### src/rtl/ufm_initload_pkg.sv
`default_nettype none
// ============================================================================
// Module      : ufm_initload_pkg
// Description : Shared types, constants and width helpers for the UFM
//               boot-time copy sequencer.
// Revision    : 1.0 - initial release
// ============================================================================
package ufm_initload_pkg;

    typedef enum logic [1:0] {
        ST_IDLE = 2'd0,
        ST_RUN  = 2'd1,
        ST_DONE = 2'd2
    } state_t;

    localparam int WORD_BYTES = 4;

    function automatic int credit_width(input int max_pending);
        return $clog2(max_pending + 1);
    endfunction

    // A zero-length copy still needs a 1-bit counter to hold the value 0.
    function automatic int count_width(input int word_count);
        return (word_count < 1) ? 1 : $clog2(word_count + 1);
    endfunction

endpackage
`default_nettype wire

### src/rtl/ufm_initload_fifo.sv
`default_nettype none
// ============================================================================
// Module      : ufm_initload_fifo
// Description : Synchronous show-ahead FIFO buffering UFM read data ahead of
//               the RAM write master. DEPTH must be a power of 2.
// Revision    : 1.0 - initial release
// ============================================================================
module ufm_initload_fifo
    import ufm_initload_pkg::*;
#(
    parameter int DEPTH = 4,
    parameter int WIDTH = 32,
    parameter int CNT_W = credit_width(DEPTH)
) (
    input  logic             clk,
    input  logic             rst_n,
    input  logic             i_push,
    input  logic [WIDTH-1:0] i_push_data,
    input  logic             i_pop,
    output logic [WIDTH-1:0] o_head,
    output logic             o_empty,
    output logic             o_full,
    output logic [CNT_W-1:0] o_count
);

    localparam int               c_ptr_w = $clog2(DEPTH);
    localparam logic [CNT_W-1:0] c_depth = CNT_W'(DEPTH);

    logic [WIDTH-1:0]   r_mem [DEPTH];
    logic [c_ptr_w-1:0] r_wr_ptr;
    logic [c_ptr_w-1:0] r_rd_ptr;
    logic [CNT_W-1:0]   r_count;
    logic               w_push;
    logic               w_pop;

    assign o_empty = (r_count == '0);
    assign o_full  = (r_count == c_depth);
    assign o_head  = r_mem[r_rd_ptr];
    assign o_count = r_count;

    // A push into a full FIFO is legal only when the head leaves that cycle.
    assign w_pop  = i_pop && !o_empty;
    assign w_push = i_push && (!o_full || w_pop);

    always_ff @(posedge clk) begin
        if (w_push) begin
            r_mem[r_wr_ptr] <= i_push_data;
        end
    end

    always_ff @(posedge clk or negedge rst_n) begin
        if (!rst_n) begin
            r_wr_ptr <= '0;
            r_rd_ptr <= '0;
            r_count  <= '0;
        end else begin
            if (w_push) begin
                r_wr_ptr <= r_wr_ptr + 1'b1;
            end
            if (w_pop) begin
                r_rd_ptr <= r_rd_ptr + 1'b1;
            end
            case ({w_push, w_pop})
                2'b10:   r_count <= r_count + 1'b1;
                2'b01:   r_count <= r_count - 1'b1;
                default: r_count <= r_count;
            endcase
        end
    end

`ifndef SYNTHESIS
    always_ff @(posedge clk) begin
        if (rst_n) begin
            assert (!(i_push && o_full && !i_pop))
                else $error("ufm_initload_fifo: push while full");
        end
    end
`endif

endmodule
`default_nettype wire

### src/rtl/ufm_initload_ctrl.sv
`default_nettype none
// ============================================================================
// Module      : ufm_initload_ctrl
// Description : Boot-time sequencer copying WORD_COUNT words from the UFM
//               read port into on-chip RAM, then raising coe_initdone.
// Revision    : 1.0 - initial release
// ============================================================================
module ufm_initload_ctrl
    import ufm_initload_pkg::*;
#(
    parameter logic [31:0] SRC_BASE    = 32'h0000_0000,
    parameter logic [31:0] DST_BASE    = 32'h0000_0000,
    parameter int          WORD_COUNT  = 1024,
    parameter int          MAX_PENDING = 4
) (
    input  logic        csi_clk,
    input  logic        rsi_reset_n,
    input  logic        coe_reload,
    output logic        coe_initdone,
    output logic [31:0] avm_rd_address,
    output logic        avm_rd_read,
    input  logic        avm_rd_waitrequest,
    input  logic [31:0] avm_rd_readdata,
    input  logic        avm_rd_readdatavalid,
    output logic [31:0] avm_wr_address,
    output logic        avm_wr_write,
    output logic [31:0] avm_wr_writedata,
    output logic [3:0]  avm_wr_byteenable,
    input  logic        avm_wr_waitrequest
);

    localparam int                 c_cnt_w       = count_width(WORD_COUNT);
    localparam int                 c_crd_w       = credit_width(MAX_PENDING);
    localparam logic [c_cnt_w-1:0] c_word_count  = c_cnt_w'(WORD_COUNT);
    localparam logic [c_cnt_w-1:0] c_last_word   = c_cnt_w'((WORD_COUNT > 0) ? WORD_COUNT - 1 : 0);
    localparam logic [c_crd_w-1:0] c_max_pending = c_crd_w'(MAX_PENDING);
    localparam logic [31:0]        c_addr_step   = 32'(WORD_BYTES);

    state_t             r_state;
    state_t             w_state_nxt;
    logic               w_clear;
    logic               w_rd_req;
    logic               w_wr_req;
    logic               w_rd_acc;
    logic               w_wr_acc;
    logic [c_cnt_w-1:0] r_issued;
    logic [c_cnt_w-1:0] r_written;
    logic [c_crd_w-1:0] r_outstanding;
    logic [c_crd_w-1:0] w_in_flight;
    logic [31:0]        r_rd_addr;
    logic [31:0]        r_wr_addr;
    logic [31:0]        w_fifo_head;
    logic               w_fifo_empty;
    logic               w_fifo_full;
    logic [c_crd_w-1:0] w_fifo_count;

    // Every issued-but-unwritten word holds a credit until its write is accepted.
    assign w_in_flight = r_outstanding + w_fifo_count;
    assign w_rd_acc    = w_rd_req && !avm_rd_waitrequest;
    assign w_wr_acc    = w_wr_req && !avm_wr_waitrequest;

    always_ff @(posedge csi_clk or negedge rsi_reset_n) begin
        if (!rsi_reset_n) begin
            r_state <= ST_IDLE;
        end else begin
            r_state <= w_state_nxt;
        end
    end

    always_comb begin
        w_state_nxt = r_state;
        w_clear     = 1'b0;
        w_rd_req    = 1'b0;
        w_wr_req    = 1'b0;
        case (r_state)
            ST_IDLE: begin
                w_state_nxt = ST_RUN;
            end
            ST_RUN: begin
                w_rd_req = (r_issued < c_word_count) && (w_in_flight < c_max_pending);
                w_wr_req = !w_fifo_empty;
                // Leave RUN on the same edge that accepts the final write.
                if ((r_written == c_word_count) ||
                    (w_wr_acc && (r_written == c_last_word))) begin
                    w_state_nxt = ST_DONE;
                end
            end
            ST_DONE: begin
                if (coe_reload) begin
                    w_state_nxt = ST_RUN;
                    w_clear     = 1'b1;
                end
            end
            default: begin
                w_state_nxt = ST_IDLE;
            end
        endcase
    end

    always_ff @(posedge csi_clk or negedge rsi_reset_n) begin
        if (!rsi_reset_n) begin
            r_issued      <= '0;
            r_written     <= '0;
            r_outstanding <= '0;
            r_rd_addr     <= SRC_BASE;
            r_wr_addr     <= DST_BASE;
        end else if (w_clear) begin
            r_issued      <= '0;
            r_written     <= '0;
            r_outstanding <= '0;
            r_rd_addr     <= SRC_BASE;
            r_wr_addr     <= DST_BASE;
        end else begin
            if (w_rd_acc) begin
                r_rd_addr <= r_rd_addr + c_addr_step;
                r_issued  <= r_issued + 1'b1;
            end
            if (w_wr_acc) begin
                r_wr_addr <= r_wr_addr + c_addr_step;
                r_written <= r_written + 1'b1;
            end
            case ({w_rd_acc, avm_rd_readdatavalid})
                2'b10:   r_outstanding <= r_outstanding + 1'b1;
                2'b01:   r_outstanding <= r_outstanding - 1'b1;
                default: r_outstanding <= r_outstanding;
            endcase
        end
    end

    ufm_initload_fifo #(
        .DEPTH (MAX_PENDING),
        .WIDTH (32),
        .CNT_W (c_crd_w)
    ) u_fifo (
        .clk         (csi_clk),
        .rst_n       (rsi_reset_n),
        .i_push      (avm_rd_readdatavalid),
        .i_push_data (avm_rd_readdata),
        .i_pop       (w_wr_acc),
        .o_head      (w_fifo_head),
        .o_empty     (w_fifo_empty),
        .o_full      (w_fifo_full),
        .o_count     (w_fifo_count)
    );

    assign coe_initdone      = (r_state == ST_DONE);
    assign avm_rd_address    = r_rd_addr;
    assign avm_rd_read       = w_rd_req;
    assign avm_wr_address    = r_wr_addr;
    assign avm_wr_write      = w_wr_req;
    assign avm_wr_writedata  = w_wr_req ? w_fifo_head : 32'h0;
    assign avm_wr_byteenable = 4'b1111;

`ifndef SYNTHESIS
    always_ff @(posedge csi_clk) begin
        if (rsi_reset_n) begin
            assert (!(w_fifo_full && (r_outstanding != '0)))
                else $error("ufm_initload_ctrl: words in flight exceed credits");
            assert (!(avm_rd_readdatavalid && (r_outstanding == '0)))
                else $error("ufm_initload_ctrl: read data with no read outstanding");
        end
    end
`endif

endmodule
`default_nettype wire

### config.mk
export PLATFORM = sky130hd
export DESIGN_NAME = ufm_initload_ctrl
export DESIGN_NICKNAME = d
export VERILOG_FILES = /design/src/rtl/ufm_initload_pkg.sv /design/src/rtl/ufm_initload_fifo.sv /design/src/rtl/ufm_initload_ctrl.sv
export SDC_FILE = /design/constraint.sdc
export NUM_CORES = 1
export LEC_CHECK = 0
export BUFFER_PORTS_ARGS = -buffer_cell sky130_fd_sc_hd__buf_2
export CAP_MARGIN = 15
export CORE_UTILIZATION = 35
export DETAILED_ROUTE_END_ITERATION = 12
export PLACE_DENSITY = 0.51
export SLEW_MARGIN = 0
export SYNTH_ARGS = -nofsm -noshare
export SYNTH_HDL_FRONTEND = slang
export SYNTH_SLANG_ARGS = --single-unit
export TNS_END_PERCENT = 1
### constraint.sdc
create_clock -name csi_clk -period 6.05 [get_ports csi_clk]
set_clock_uncertainty 0.1 [all_clocks]
set_input_delay 0 -clock csi_clk [delete_from_list [all_inputs] [get_ports csi_clk]]
set_output_delay 0 -clock csi_clk [all_outputs]
set_load 0.02 [all_outputs]
# == Word-level counts from Yosys, hierarchy flattened ==
# Memories as Yosys holds them, arrays and structs flattened.
# Index checks and enable logic that the tools add are counted.
# word_totals
regBits,98
mem_bits_rw,128
inputBits,38
out_inout_bits,103
wordCells,74
memories,1
# classes
addsub,11
magnitude_cmp,2
n_eq_ne,11
mux,21
n_reduce_logical,19
# mem_list
name,depth,width,rd,rd_ports_with_merged_regs,write_ports,line_no,source
u_fifo.r_mem,4,32,1,0,1,ufm_initload_fifo.sv:29,logic [WIDTH-1:0] r_mem [DEPTH];
# ops
op,count
$mux 32,5
$add 32x3->32 const B,2
$mux 11,4
$add 11x1->11 const B,2
$pmux 3 s2,2
$eq 11x10->1 const B,1
$eq 11x11->1 const B,1
$lt 11x11->1 const B,1
$add 3x1->3 const B,2
$eq 2x1->1 const B,3
$eq 2x2->1 const B,3
$logic_and 1x1->1,6
$mux 1,6
$pmux 2 s3,1
$reduce_bool 2->1,3
$sub 3x1->3 const B,2
$add 2x1->2 const B,2
$logic_not 1->1,4
$mux 2,2
$ne 2x2->1 const B,2
$add 3x3->3,1
$eq 3x3->1 const B,1
$logic_not 3->1,1
$lt 3x3->1 const B,1
5 further kinds,6

# == Depth between registers and ports, before layout ==
# Gate-level depths: netlist of the first run.
# depth
word_depth,9
depth_mapped,8
depth_no_buf,8

# == Modules after synthesis ==
# From an unflattened synthesis of the first run, not the netlist that was laid out.
# hier_totals
cells_unflattened,741
area_unflattened_um2,10010.9
# by_module_without_submodules
mod,n_inst,cells_per_inst,area_each_um2,seq_area_each_um2
ufm_initload_fifo,1,216,5143.7,4018.9
ufm_initload_ctrl,1,525,4867.2,2177.1

# == Worst setup path before layout of the first run ==
# OpenSTA, ideal clock, no wires.
# synth_path
path_type,register to register
startpoint,register r_state[1]
endpoint,memory u_fifo.r_mem[0][0] (enable)
setup_ns,0.421
arrival_time_ns,2.732
required_ns,5.529
path_slack_ns,2.797
stages_incl_launch_ff,6
n_path_buf,1
period_less_slack_ns,3.253
cell_sequence,dfrtp_1 nand2b_1 clkbuf_1 nor3_2 o21ai_1 nor2_1
# synth_between
elab_chain_cells,8
# synth_lines
item,line_no,source
from (decl),ufm_initload_ctrl.sv:39,state_t r_state;
from (signal assigned),ufm_initload_ctrl.sv:66,r_state <= w_state_nxt;
$eq 2x1->1,ufm_initload_ctrl.sv:75,case (r_state)
$mux 1,ufm_initload_ctrl.sv:75,
$logic_and 1x1->1,ufm_initload_ctrl.sv:60,assign w_wr_acc = w_wr_req && !avm_wr_waitrequest;
$logic_and 1x1->1,ufm_initload_fifo.sv:42,assign w_pop = i_pop && !o_empty;
$logic_or 1x1->1,ufm_initload_fifo.sv:43,assign w_push = i_push && (!o_full || w_pop);
$logic_and 1x1->1,ufm_initload_fifo.sv:43,
$mux 1,ufm_initload_fifo.sv:46,if (w_push) begin
$mux 1 (not written as such),ufm_initload_fifo.sv:47,r_mem[r_wr_ptr] <= i_push_data;
to (decl),ufm_initload_fifo.sv:29,
# No other way between the ends.

# == Worst setup path in the final report of the first run ==
# layout_path
startpoint,register r_state[1]
endpoint,memory u_fifo.r_mem[0][5] (enable)
# Same word-level chain as after synthesis.

==> Implementation_results.wiki, run 1 <==
{| class="wikitable"
! Metric !! Value
|-
| Clk pin slew, worst setup/hold paths || 60 ps
|-
| Classification of the worst-slack hold path || in2reg
|-
| Setup repair after global routing missed its margin || false
|-
| Uppermost layer routed || met4
|-
| Kind of end point of the critical path || register
|-
| Die outline height || 170 microns
|-
| Diode count || 0
|-
| Vias in the first global route || about 6300
|-
| Max Cap Violations || 0
|-
| Core Area || about 28000 sq um
|-
| Clk Tree Root Cell || sky130_fd_sc_hd__clkbuf_16
|-
| Routed length per placed instance || 16.7 microns
|-
| Die footprint || 28900 sq um
|-
| Layout cell share with drive strength beyond 1 || 24.2%
|-
| Synth unique cells || 50
|-
| CTS H-tree lvls || 1
|-
| Arrival time of data at the critical path endpoint || 3740 ps
|-
| Post-Layout Inst Area || 12300 sq um
|-
| Slew headroom || about a quarter
|-
| Portion of the clock cycle consumed by the worst path in the final layout || around three fifths
|-
| Synth Instances || 745
|-
| Initial core utilization || 35.6%
|-
| Post-route DRC || 0
|-
| Final max-slew violation count || 0
|-
| CTS tree || done
|-
| Number of fill cells || 2615
|-
| Post-detailed-placement cell area || approximately 11000 sq um
|-
| Total power density per cell area || 452 nW/um^2
|-
| Final WL || 21900 microns
|-
| Post-CTS resize count || 0
|-
| Area growth, synth to finish || 23.9%
|-
| Mapped cell area || around 9900 sq um
|-
| Leading register cell type out of synthesis || sky130_fd_sc_hd__edfxtp_1
|-
| Met1 wire length || 10100 microns
|-
| Global-route congestion overflow total || 0
|-
| Placement Rows || 61
|-
| Area contributors post-synth || sky130_fd_sc_hd__edfxtp_1, sky130_fd_sc_hd__dfrtp_1, sky130_fd_sc_hd__mux4_2, sky130_fd_sc_hd__xor2_1, sky130_fd_sc_hd__nor2_1
|-
| Gr usage total || 15.0%
|-
| Sequential cell area || 6200 sq um
|-
| Most frequent cells after synthesis || sky130_fd_sc_hd__edfxtp_1, sky130_fd_sc_hd__dfrtp_1, sky130_fd_sc_hd__nor2_1, sky130_fd_sc_hd__nand3_1, sky130_fd_sc_hd__nand2_1
|-
| Top cell type's share of synthesized area || 38.9%
|-
| Sequential area share after synthesis || 62.6%
|-
| Critical path launch point type || register
|-
| Setup WS pre-CTS || 2270 ps
|-
| Cell leakage power || 4.86 nW
|-
| Width of the chip || 170 microns
|-
| Largest fanout on the critical path || 32
|-
| Detailed router's first-iteration violation count || 497
|-
| Antenna violations before repair || 0
|-
| Routed length on met3 || approximately 1100 microns
|-
| Synthesized area per cell || 13.3 sq um
|-
| HPWL Detailed || ~13000 microns
|-
| EDFF count, synth || 128
|-
| Via count of the routed design || 6434
|-
| Flip-flop and latch count after synthesis || approximately 220
|-
| Remaining number of nets flagged by the antenna check after routing || 0
|-
| Most used standard cell by instance count after synthesis || sky130_fd_sc_hd__edfxtp_1
|-
| Leading area contributor after synthesis || sky130_fd_sc_hd__edfxtp_1
|-
| Clock period minus worst slack || 3720 ps
|-
| Clock latency on the worst-skew pair || 530 ps
|-
| Achievable Freq || 269 MHz
|-
| Final Core Density || between 40% and 50%
|-
| Inserted Clock Buffers || 26
|-
| Post-synthesis async set-or-reset flop share || 42.3%
|-
| Result of the run || finished clean
|-
| Maximum root-to-sink buffer count || 3
|-
| Worst-case setup margin in the final layout || 2330 ps
|-
| Count of endpoints failing setup in the final report || 0
|-
| Routed met2 length || ~10000 microns
|-
| Port Buf Inserts || about 130
|-
| Maximum number of pins on one net before global-route repair || 72
|-
| TritonCTS sink count || 222
|-
| Final RePlAce weighted congestion || 0.713
|-
| Drt pass-1 iters || 4
|-
| Top Ports || around 140
|-
| Required time at the worst-slack endpoint || 6070 ps
|-
| Area of the multi-input gates || 3500 sq um
|-
| Overall power after layout || 0.00554 W
|-
| Nets || 964
|-
| Global-route wire length before repair || 34100 microns
|-
| Transition time of the tightest slew-check pin || 1110 ps
|-
| Yosys warns || 0
|-
| Final-layout setup total negative slack || 0 ps
|-
| Largest voltage drop on the vdd net || between 0.2 and 0.3 mV
|-
| Final hold viol count || 0
|-
| Detail-routed via count per cell || slightly below 5
|-
| Category of the critical setup timing path || reg2reg
|}
-- area by class of cell --
type	count	area share, %
sequential	222	50.6
inverter	15	0.459
timing repair buffer	179	9.17
multi-input combinational	470	28.6
tap	378	3.86
clock inverter	17	1.97
clock buffer	30	5.43
-- layout by cell type, fill, tap and decap left out, types with 17 or more instances in the layout --
cell type                         n
sky130_fd_sc_hd__a21oi_1         20
sky130_fd_sc_hd__mux4_2          32
sky130_fd_sc_hd__dfrtp_1         93
sky130_fd_sc_hd__clkbuf_16       26
sky130_fd_sc_hd__nand2_1         36
sky130_fd_sc_hd__nor2b_1         34
sky130_fd_sc_hd__dlygate4sd3_1   38
sky130_fd_sc_hd__buf_2          131
sky130_fd_sc_hd__nor2_1          59
sky130_fd_sc_hd__xor2_1          34
sky130_fd_sc_hd__nand4_1         27
sky130_fd_sc_hd__nand3_1         37
sky130_fd_sc_hd__xnor2_1         23
sky130_fd_sc_hd__edfxtp_1       128
sky130_fd_sc_hd__o21ai_0         17
-- metrics by stage --
step / std cells / hold WS, ps
2_1_floorplan: 751 / -396
3_3_place_gp: 1225 / -77.9
3_5_place_dp: 1225 / -74.2
4_1_cts: 1311 / 106
5_1_grt: 1311 / 120
6_report: 1311 / 133
-- worst paths after layout --
kind	start	cells past startpoint	end	slack, ps
setup / recovery	r_state[1]$_DFFE_PN0P_	4	u_fifo.r_mem[0][5]$_DFFE_PP_	2330
hold / removal	avm_rd_readdata[22]	2	u_fifo.r_mem[1][22]$_DFFE_PP_	130
setup reg to reg	r_state[1]$_DFFE_PN0P_	4	u_fifo.r_mem[0][5]$_DFFE_PP_	2330
hold reg to reg	u_fifo.r_rd_ptr[1]$_DFFE_PN0N_	1	u_fifo.r_rd_ptr[1]$_DFFE_PN0N_	370
max in group asynchronous	rsi_reset_n	4	u_fifo.r_rd_ptr[0]$_DFFE_PN0N_	4660
min in group asynchronous	rsi_reset_n	4	avm_rd_address[12]$_DFFE_PN0P_	440
-- routing by layer --
metal / global-route usage, % / vias to the layer above
met5: 0 / -
li1: - / 3094
met3: 2.93 / 26
met4: 3.21 / 0
met1: 20.0 / 3188
met2: 25.2 / 126
-- report_power, final --
part	total (W)	switching (W)	internal, W
combinational	0.00181	0.00109	0.000716
clock	0.00164	0.000596	0.00104
sequential	0.00210	0.000177	0.00192
total	0.00554	0.00187	0.00368
-- state kept, by name (all words and copies together) (netlist names), 3 cells and up --
signal,cells
avm_rd_address,30
avm_wr_address,30
r_issued,11
r_outstanding,3
r_written,11
u_fifo.o_count,3
u_fifo.r_mem,128
-- cell families (layout without fill, tap and decap cells) --
family	Yosys count	count (layout)	synth area share [%]
other	2	8	0.0759
AND/OR/NAND/NOR	288	288	15.9
adder cells (fa/ha/maj)	12	12	1.67
flip-flops	222	222	62.6
XOR/XNOR	57	57	5.05
AO/OA/AOI/OAI	67	67	4.24
multiplexers	38	38	7.91
buffers and inverters	59	241	2.57
-- worst max-delay path, stage by stage (launching register included) --
cell and delay [ps]:
sky130_fd_sc_hd__dfrtp_1 430, sky130_fd_sc_hd__nand2b_1 300, sky130_fd_sc_hd__nor3_4 900, sky130_fd_sc_hd__o21ai_1 570
sky130_fd_sc_hd__nor2_4 1000
-- repair_timing --
action	4_1_cts	5_1_grt
setup endpoints to repair	0	0
buffers inserted	0	0
hold buffers	39	0
hold endpoints to repair	205	0
Note: power is estimated with default switching activity, not from simulation.
==> run 2, diff against run 1 <==
--- a/config.mk
+++ b/config.mk
@@ -5,11 +5,12 @@
 export SDC_FILE = /design/constraint.sdc
 export NUM_CORES = 1
 export LEC_CHECK = 0
+export ABC_AREA = 1
 export BUFFER_PORTS_ARGS = -buffer_cell sky130_fd_sc_hd__buf_2
 export CAP_MARGIN = 15
 export CORE_UTILIZATION = 35
 export DETAILED_ROUTE_END_ITERATION = 12
-export PLACE_DENSITY = 0.51
+export PLACE_DENSITY = 0.53
 export SLEW_MARGIN = 0
 export SYNTH_ARGS = -nofsm -noshare
 export SYNTH_HDL_FRONTEND = slang
==> constraint.sdc (replaced) <==
create_clock -name csi_clk -period 3 [get_ports csi_clk]
set_clock_uncertainty 0.1 [all_clocks]
set_input_delay 0 -clock csi_clk [delete_from_list [all_inputs] [get_ports csi_clk]]
set_output_delay 0 -clock csi_clk [all_outputs]
set_load 0.02 [all_outputs]
==> run 2 against run 1 <==
  * Maximum frequency rose by 33%
  * Sequential power increased by 110%
  * Non-clock buffer count is 12 higher
  * Critical path type unchanged
==> Implementation_results.wiki, run 2 <==
{| class="wikitable"
! Metric !! Value
|-
| CTS H-tree lvls || 1
|-
| Top cell type's share of synthesized area || 35.4%
|-
| Core Area || 30600 sq um
|-
| Global-route wire length before repair || 45300 microns
|-
| Category of the critical setup timing path || reg2reg
|-
| Classification of the worst-slack hold path || in2reg
|-
| Width of the chip || 178 microns
|-
| Placement Rows || 64
|-
| Cell leakage power || 5.65 nW
|-
| Max Cap Violations || 0
|-
| Transition time of the tightest slew-check pin || 728 ps
|-
| Largest voltage drop on the vdd net || 0.446 mV
|-
| Portion of the clock cycle consumed by the worst path in the final layout || 93.2%
|-
| Achievable Freq || 358 MHz
|-
| Final instance count without filler cells || 1814
|-
| Largest fanout on the critical path || 6
|-
| Flip-flop and latch count after synthesis || 222
|-
| Drt pass-1 iters || 5
|-
| Total placed cells including tap cells || approximately 1700
|-
| Critical path launch point type || register
|-
| Leading area contributor after synthesis || sky130_fd_sc_hd__edfxtp_1
|-
| EDFF count, synth || 128
|-
| Detail-routed via count per cell || 4.90
|-
| Most frequent cells after synthesis || sky130_fd_sc_hd__nor2_1, sky130_fd_sc_hd__nand2_1, sky130_fd_sc_hd__edfxtp_1, sky130_fd_sc_hd__o21ai_0, sky130_fd_sc_hd__inv_1
|-
| Antenna violations before repair || 0
|-
| Global-route congestion overflow total || 0
|-
| Maximum number of pins on one net before global-route repair || 67
|-
| Kind of end point of the critical path || register
|-
| Crit path launch || u_fifo.o_count[1]$_DFFE_PN0P_
|-
| Synth Instances || about 1200
|-
| Final RePlAce weighted congestion || 0.887
|-
| Vias in the first global route || 8766
|-
| Maximum root-to-sink buffer count || 3
|-
| Clk Tree Root Cell || sky130_fd_sc_hd__clkbuf_16
|-
| Port Buf Inserts || approximately 130
|-
| Count of endpoints failing setup in the final report || 0
|-
| Synthesized area per cell || between 8 and 9 sq um
|-
| Largest register by flop count || u_fifo.r_mem
|-
| Diode count || 0
|-
| Total power density per cell area || 928 nW/um^2
|-
| Post-route DRC || 0
|-
| Clock period minus worst slack || 2800 ps
|-
| Final hold viol count || 0
|-
| Required time at the worst-slack endpoint || roughly 3300 ps
|-
| Synth unique cells || between 40 and 50
|-
| Commonest non-fill, non-tap cells in the layout || sky130_fd_sc_hd__nor2_1, sky130_fd_sc_hd__nand2_1, sky130_fd_sc_hd__buf_2, sky130_fd_sc_hd__edfxtp_1, sky130_fd_sc_hd__o21ai_0
|-
| Sequential area share after synthesis || 57.1%
|-
| Result of the run || finished clean
|-
| Hold_sp || avm_rd_readdata[24]
|-
| Final WL || 28000 microns
|-
| Leading register cell type out of synthesis || sky130_fd_sc_hd__edfxtp_1
|-
| Initial core utilization || 35.5%
|-
| Layout cell share with drive strength beyond 1 || 15.8%
|-
| HPWL Detailed || ~18000 microns
|-
| Nets || 1452
|-
| Top Ports || 141
|-
| Die outline height || 178 microns
|-
| TritonCTS sink count || 222
|-
| Arrival time of data at the critical path endpoint || 3100 ps
|-
| Detailed router's first-iteration violation count || around 470
|-
| Die footprint || 31700 sq um
|-
| Worst hold slack || 122 ps
|-
| Area growth, synth to finish || 21.4%
|-
| Origin of the critical flop-to-flop path || u_fifo.o_count[1]$_DFFE_PN0P_
|-
| Post-synthesis async set-or-reset flop share || a little over two fifths
|-
| CTS tree || done
|-
| Most used standard cell by instance count after synthesis || sky130_fd_sc_hd__nor2_1
|-
| Area contributors post-synth || sky130_fd_sc_hd__edfxtp_1, sky130_fd_sc_hd__dfrtp_1, sky130_fd_sc_hd__nor2_1, sky130_fd_sc_hd__nand2_1, sky130_fd_sc_hd__o21ai_0
|-
| Setup repair after global routing missed its margin || false
|-
| Slew headroom || 51.4%
|-
| Mapped cell area || 10900 sq um
|-
| Final-layout setup total negative slack || 0 ps
|-
| Post-detailed-placement cell area || 12000 sq um
|-
| Clock latency on the worst-skew pair || about 530 ps
|-
| Number of fill cells || 3028
|-
| Yosys warns || 0
|-
| Clk pin slew, worst setup/hold paths || 60 ps
|-
| Gr usage total || around 18%
|-
| Inserted Clock Buffers || 26
|-
| Post-Layout Inst Area || 13200 sq um
|-
| Remaining number of nets flagged by the antenna check after routing || 0
|-
| Final max-slew violation count || 0
|-
| Commonest non-fill, non-tap cell in the layout || sky130_fd_sc_hd__nor2_1
|-
| Number of flip-flops under the largest register name || ~130
|-
| Via count of the routed design || roughly 8900
|-
| Routed length per placed instance || 15.4 microns
|}
run 2: cell count changes in the layout (fill, tap and decap cells not counted), moves of 20 or more:
| cell | change |
|---|---|
| sky130_fd_sc_hd__xnor2_1 | -20 |
| sky130_fd_sc_hd__inv_1 | +93 |
| sky130_fd_sc_hd__nor3_1 | +32 |
| sky130_fd_sc_hd__a21oi_1 | +35 |
| sky130_fd_sc_hd__nor2_1 | +174 |
| sky130_fd_sc_hd__xor2_1 | -23 |
| sky130_fd_sc_hd__mux4_2 | -32 |
| sky130_fd_sc_hd__nor2b_1 | -34 |
| sky130_fd_sc_hd__o21ai_0 | +92 |
| sky130_fd_sc_hd__nand2_1 | +184 |
| sky130_fd_sc_hd__nand3_1 | +26 |
run 2: repair_timing:
item / 4_1_cts / 5_1_grt
setup endpoints to repair: 0 / 1
setup buffers: 0 / 1
hold buffers: 40 / 0
endpoints found under the hold margin: 241 / 0
resized for setup: 0 / 4
run 2: path summary, 6_finish.rpt:
check / endpoint / slack (ps) / depth (start not counted)
max: r_outstanding[2]$_DFFE_PN0P_ / 200 / 15
min: u_fifo.r_mem[3][24]$_DFFE_PP_ / 120 / 2
min reg2reg: u_fifo.o_count[0]$_DFFE_PN0P_ / 420 / 1
min in group asynchronous: u_fifo.o_count[1]$_DFFE_PN0P_ / 490 / 4
max reg2reg: r_outstanding[2]$_DFFE_PN0P_ / 200 / 15
max in group asynchronous: avm_wr_address[19]$_DFFE_PN0N_ / 2060 / 4
run 2: critical path: stages (launching register included):
cell	delay, ps
sky130_fd_sc_hd__dfrtp_1	400
sky130_fd_sc_hd__ha_1	280
sky130_fd_sc_hd__nand3_1	110
sky130_fd_sc_hd__nand2_1	80
sky130_fd_sc_hd__nand2_2	90
sky130_fd_sc_hd__nand4_4	110
sky130_fd_sc_hd__nand2_4	100
sky130_fd_sc_hd__inv_1	60
sky130_fd_sc_hd__fa_2	350
sky130_fd_sc_hd__xnor2_2	190
sky130_fd_sc_hd__inv_1	60
sky130_fd_sc_hd__nand2_1	60
sky130_fd_sc_hd__nand2_1	40
sky130_fd_sc_hd__nand3_1	50
sky130_fd_sc_hd__nand2_1	50
sky130_fd_sc_hd__dlygate4sd3_1	540
run 2: per-layer routing:
layer | track usage [%] | share of wire [%] | vias to the layer above
met5 | 0 | 0 | -
met4 | 5.84 | 3.0 | 0
met3 | 2.69 | 4.8 | 53
met2 | 30.6 | 47 | 220
met1 | 23.4 | 46 | 4193
li1 | - | - | 4431
run 2: layout make-up:
class | count | area (sq um) | share of cell area [%]
multi-input combinational | 844 | 4010 | 30.4
clock buffer | 36 | 718 | 5.45
tap | 396 | 495 | 3.76
sequential | 222 | 6200 | 47.0
clock inverter | 8 | 75.1 | 0.570
timing repair buffer | 191 | 1240 | 9.42
inverter | 117 | 442 | 3.35
run 2: cell families (layout without fill, tap and decap cells):
| group | Yosys count | after routing | synth area share (%) |
|---|---|---|---|
| fa+ha+maj | 12 | 12 | 1.52 |
| other cells | 2 | 8 | 0.0692 |
| flops | 222 | 222 | 57.1 |
| compound gates | 176 | 176 | 8.32 |
| xor+xnor | 15 | 15 | 1.21 |
| simple gates | 632 | 632 | 25.1 |
| buf+inv | 168 | 352 | 6.66 |
| mux | 1 | 1 | 0.0922 |
run 2: stage by stage:
| step | total power (W) | worst slack (ps) | util [%] |
|---|---|---|---|
| 2_1_floorplan | 0.00772 | 98.9 | - |
| 3_3_place_gp | 0.00924 | 659 | 39.1 |
| 3_5_place_dp | 0.00929 | 623 | 39.1 |
| 4_1_cts | 0.0124 | 57.3 | 43.0 |
| 5_1_grt | 0.0131 | 8.67 | 43.1 |
| 6_report | 0.0122 | 203 | 43.1 |
run 2: where the power goes:
part | switching (W) | internal [W] | leakage (nW) | total, W
Combinational | 0.00328 | 0.00148 | 2.92 | 0.00476
Sequential | 0.000516 | 0.00399 | 2.35 | 0.00451
Clock | 0.00121 | 0.00174 | 0.384 | 0.00296
Total | 0.00501 | 0.00722 | 5.65 | 0.0122
==> run 3, diff against run 2 <==
--- a/config.mk
+++ b/config.mk
@@ -7,10 +7,11 @@
 export LEC_CHECK = 0
 export ABC_AREA = 1
 export BUFFER_PORTS_ARGS = -buffer_cell sky130_fd_sc_hd__buf_2
-export CAP_MARGIN = 15
+export CELL_PAD_IN_SITES_DETAIL_PLACEMENT = 0
+export CELL_PAD_IN_SITES_GLOBAL_PLACEMENT = 1
 export CORE_UTILIZATION = 35
 export DETAILED_ROUTE_END_ITERATION = 12
-export PLACE_DENSITY = 0.53
+export PLACE_DENSITY = 0.66
 export SLEW_MARGIN = 0
 export SYNTH_ARGS = -nofsm -noshare
 export SYNTH_HDL_FRONTEND = slang
==> run 3 against run 2 <==
  * The flow now finishes with violations (negative hold slack)
  * Utilization fell by 0.12 points
  * Highest routed layer unchanged
  * Critical path depth did not move
  * Cell count fell by 0.17%
  * Sequential share of layout area rose by 0.13 points
  * Combinational power barely moved
  * Register-to-register slack barely moved
  * Flip-flop and latch count did not move
  * Power rose by 0.74%
  * Critical endpoint unchanged
  * Clock power rose by 4%
  * Worst setup slack got worse by 11 ps
  * Non-clock buffer count fell by 7
==> Implementation_results.wiki, run 3 (synthesized netlist as in run 2, its figures left out) <==
{| class="wikitable"
! Metric !! Value
|-
| Final max-slew violation count || 0
|-
| Clock latency on the worst-skew pair || 530 ps
|-
| Final instance count without filler cells || 1811
|-
| Endpoint of the worst-slack reg-to-reg timing path || r_outstanding[2]$_DFFE_PN0P_
|-
| Post-Layout Inst Area || between 10000 and 15000 sq um
|-
| Transition time of the tightest slew-check pin || 1090 ps
|-
| Cell count of the worst reg-to-reg path || 15
|-
| CTS tree || done
|-
| Setup WS pre-CTS || 617 ps
|-
| Cell leakage power || ~5.6 nW
|-
| Last element of the critical path || r_outstanding[2]$_DFFE_PN0P_
|-
| Maximum root-to-sink buffer count || 3
|-
| Port Buf Inserts || 132
|-
| Nets || 1445
|-
| Top Ports || 141
|-
| Global-route wire length before repair || between 40000 and 50000 microns
|-
| CTS H-tree lvls || 1
|-
| Critical Path Slowest Stage Cell || sky130_fd_sc_hd__dlygate4sd3_1
|-
| Achievable Freq || approximately 360 MHz
|-
| Worst-case setup margin in the final layout || 192 ps
|-
| Classification of the worst-slack hold path || in2async
|-
| Clock period minus worst slack || 2810 ps
|-
| Critical path launch point type || register
|-
| Drt pass-1 iters || 5
|-
| Total power density per cell area || 937 nW/um^2
|-
| Clk Tree Root Cell || sky130_fd_sc_hd__clkbuf_16
|-
| Number of flip-flops under the largest register name || 128
|-
| Total placed cells including tap cells || 1724
|-
| Largest register by flop count || u_fifo.r_mem
|-
| R2r setup slk || approximately 190 ps
|-
| Global-route congestion overflow total || 0
|-
| TritonCTS sink count || 222
|-
| Maximum number of pins on one net before global-route repair || 67
|-
| Post-route DRC || 0
|-
| Placement Rows || 64
|-
| Largest voltage drop on the vdd net || a little under 0.5 mV
|-
| Routed length per placed instance || 15.6 microns
|-
| Area growth, synth to finish || 21.0%
|-
| Required time at the worst-slack endpoint || about 3300 ps
|-
| Die footprint || 31700 sq um
|-
| Inserted Clock Buffers || 26
|-
| Count of endpoints failing setup in the final report || 0
|-
| Remaining number of nets flagged by the antenna check after routing || 0
|-
| Detailed router's first-iteration violation count || 560
|-
| Diode count || 0
|-
| Portion of the clock cycle consumed by the worst path in the final layout || 93.6%
|-
| Final hold viol count || 7
|-
| Largest fanout on the critical path || 6
|-
| Final RePlAce weighted congestion || 0.791
|-
| Failing checks || negative hold slack
|-
| Worst path most repeated cell || sky130_fd_sc_hd__nand2_1
|-
| Commonest non-fill, non-tap cell in the layout || sky130_fd_sc_hd__nor2_1
|-
| Initial core utilization || 35.5%
|-
| Antenna violations before repair || 0
|-
| Gr usage total || 18.3%
|-
| Core Area || 30600 sq um
|-
| Worst hold slack || -18.7 ps
|-
| Die outline height || 178 microns
|-
| Slew headroom || 27.0%
|-
| Commonest non-fill, non-tap cells in the layout || sky130_fd_sc_hd__nor2_1, sky130_fd_sc_hd__nand2_1, sky130_fd_sc_hd__buf_2, sky130_fd_sc_hd__edfxtp_1, sky130_fd_sc_hd__o21ai_0
|-
| Detail-routed via count per cell || 4.87
|-
| Post-detailed-placement cell area || 11900 sq um
|-
| Vias in the first global route || between 8000 and 9000
|-
| Maximum cell stage delay along the critical path || 560 ps
|-
| Via count of the routed design || 8815
|-
| Arrival time of data at the critical path endpoint || approximately 3100 ps
|-
| Setup repair after global routing missed its margin || false
|-
| Width of the chip || 178 microns
|-
| HPWL Detailed || roughly 18000 microns
|-
| Max Cap Violations || 0
|-
| Final-layout setup total negative slack || 0 ps
|-
| Kind of end point of the critical path || register
|-
| Clk pin slew, worst setup/hold paths || 60 ps
|-
| Cell-by-cell listing of the critical path || ha_1 > nand3_1 > nand2_1 > nand2_2 > nand4_4 > nand2_4 > inv_1 > fa_2 > xnor2_2 > inv_1 > nand2_1 > nand2_1 > dlygate4sd3_1 > nand3_1 > nand2_1
|-
| Layout cell share with drive strength beyond 1 || 15.6%
|-
| Origin of the critical flop-to-flop path || u_fifo.o_count[1]$_DFFE_PN0P_
|-
| Final WL || 28300 microns
|-
| Result of the run || finished with violations
|-
| Category of the critical setup timing path || reg2reg
|-
| Crit path launch || u_fifo.o_count[1]$_DFFE_PN0P_
|}
-- run 3: worst min-delay path by stage --
stage,start,end,slack [ps],depth (start not counted)
after detailed placement,rsi_reset_n,avm_rd_address[28]$_DFFE_PN0P_,30,1
after floorplan,rsi_reset_n,avm_rd_address[10]$_DFFE_PN0P_,-400,0
after CTS,rsi_reset_n,avm_rd_address[28]$_DFFE_PN0P_,2,2
after global placement,rsi_reset_n,avm_rd_address[28]$_DFFE_PN0P_,30,1
final,rsi_reset_n,avm_rd_address[28]$_DFFE_PN0P_,-20,2
after global routing,rsi_reset_n,avm_rd_address[24]$_DFFE_PN0P_,70,2
-- run 3: power breakdown --
part           total [W]  switching [W]  internal [W]
sequential       0.00452       0.000522       0.00400
clock            0.00307        0.00123       0.00184
combinational    0.00473        0.00328       0.00145
-- run 3: routing by layer --
metal | vias up | share of wire (%) | GRT usage (%)
met1 | 4173 | 47 | 24.2
li1 | 4416 | - | -
met3 | 44 | 4.2 | 2.73
met5 | - | 0 | 0
met4 | 0 | 2.2 | 4.67
met2 | 182 | 47 | 31.2
-- run 3: worst max-delay path: cells and delay by family (launching register included) --
family | cells | cell delay (ps)
xor+xnor | 1 | 170
fa+ha+maj | 2 | 640
simple gates | 9 | 710
flops | 1 | 400
buf+inv | 3 | 680
-- run 3: area by class of cell --
type / instances / area, sq um
clock buffer: 35 / 714
fill: 3047 / 17400
tap: 396 / 495
sequential: 222 / 6200
inverter: 117 / 442
multi-input combinational: 844 / 4010
timing repair buffer: 184 / 1160
clock inverter: 13 / 123
-- run 3: per-stage QoR --
step / util (%) / power [W]
after global routing: 43.0 / 0.0132
after floorplan: - / 0.00772
after detailed placement: 38.9 / 0.00927
after global placement: 38.9 / 0.00923
after CTS: 42.9 / 0.0125
final: 43.0 / 0.0123
-- run 3: repair_timing --
item	CTS	global route
gates resized for setup	0	4
hold endpoints to repair	247	0
setup endpoints to repair	0	1
hold buffers	38	0
buffers inserted	0	1
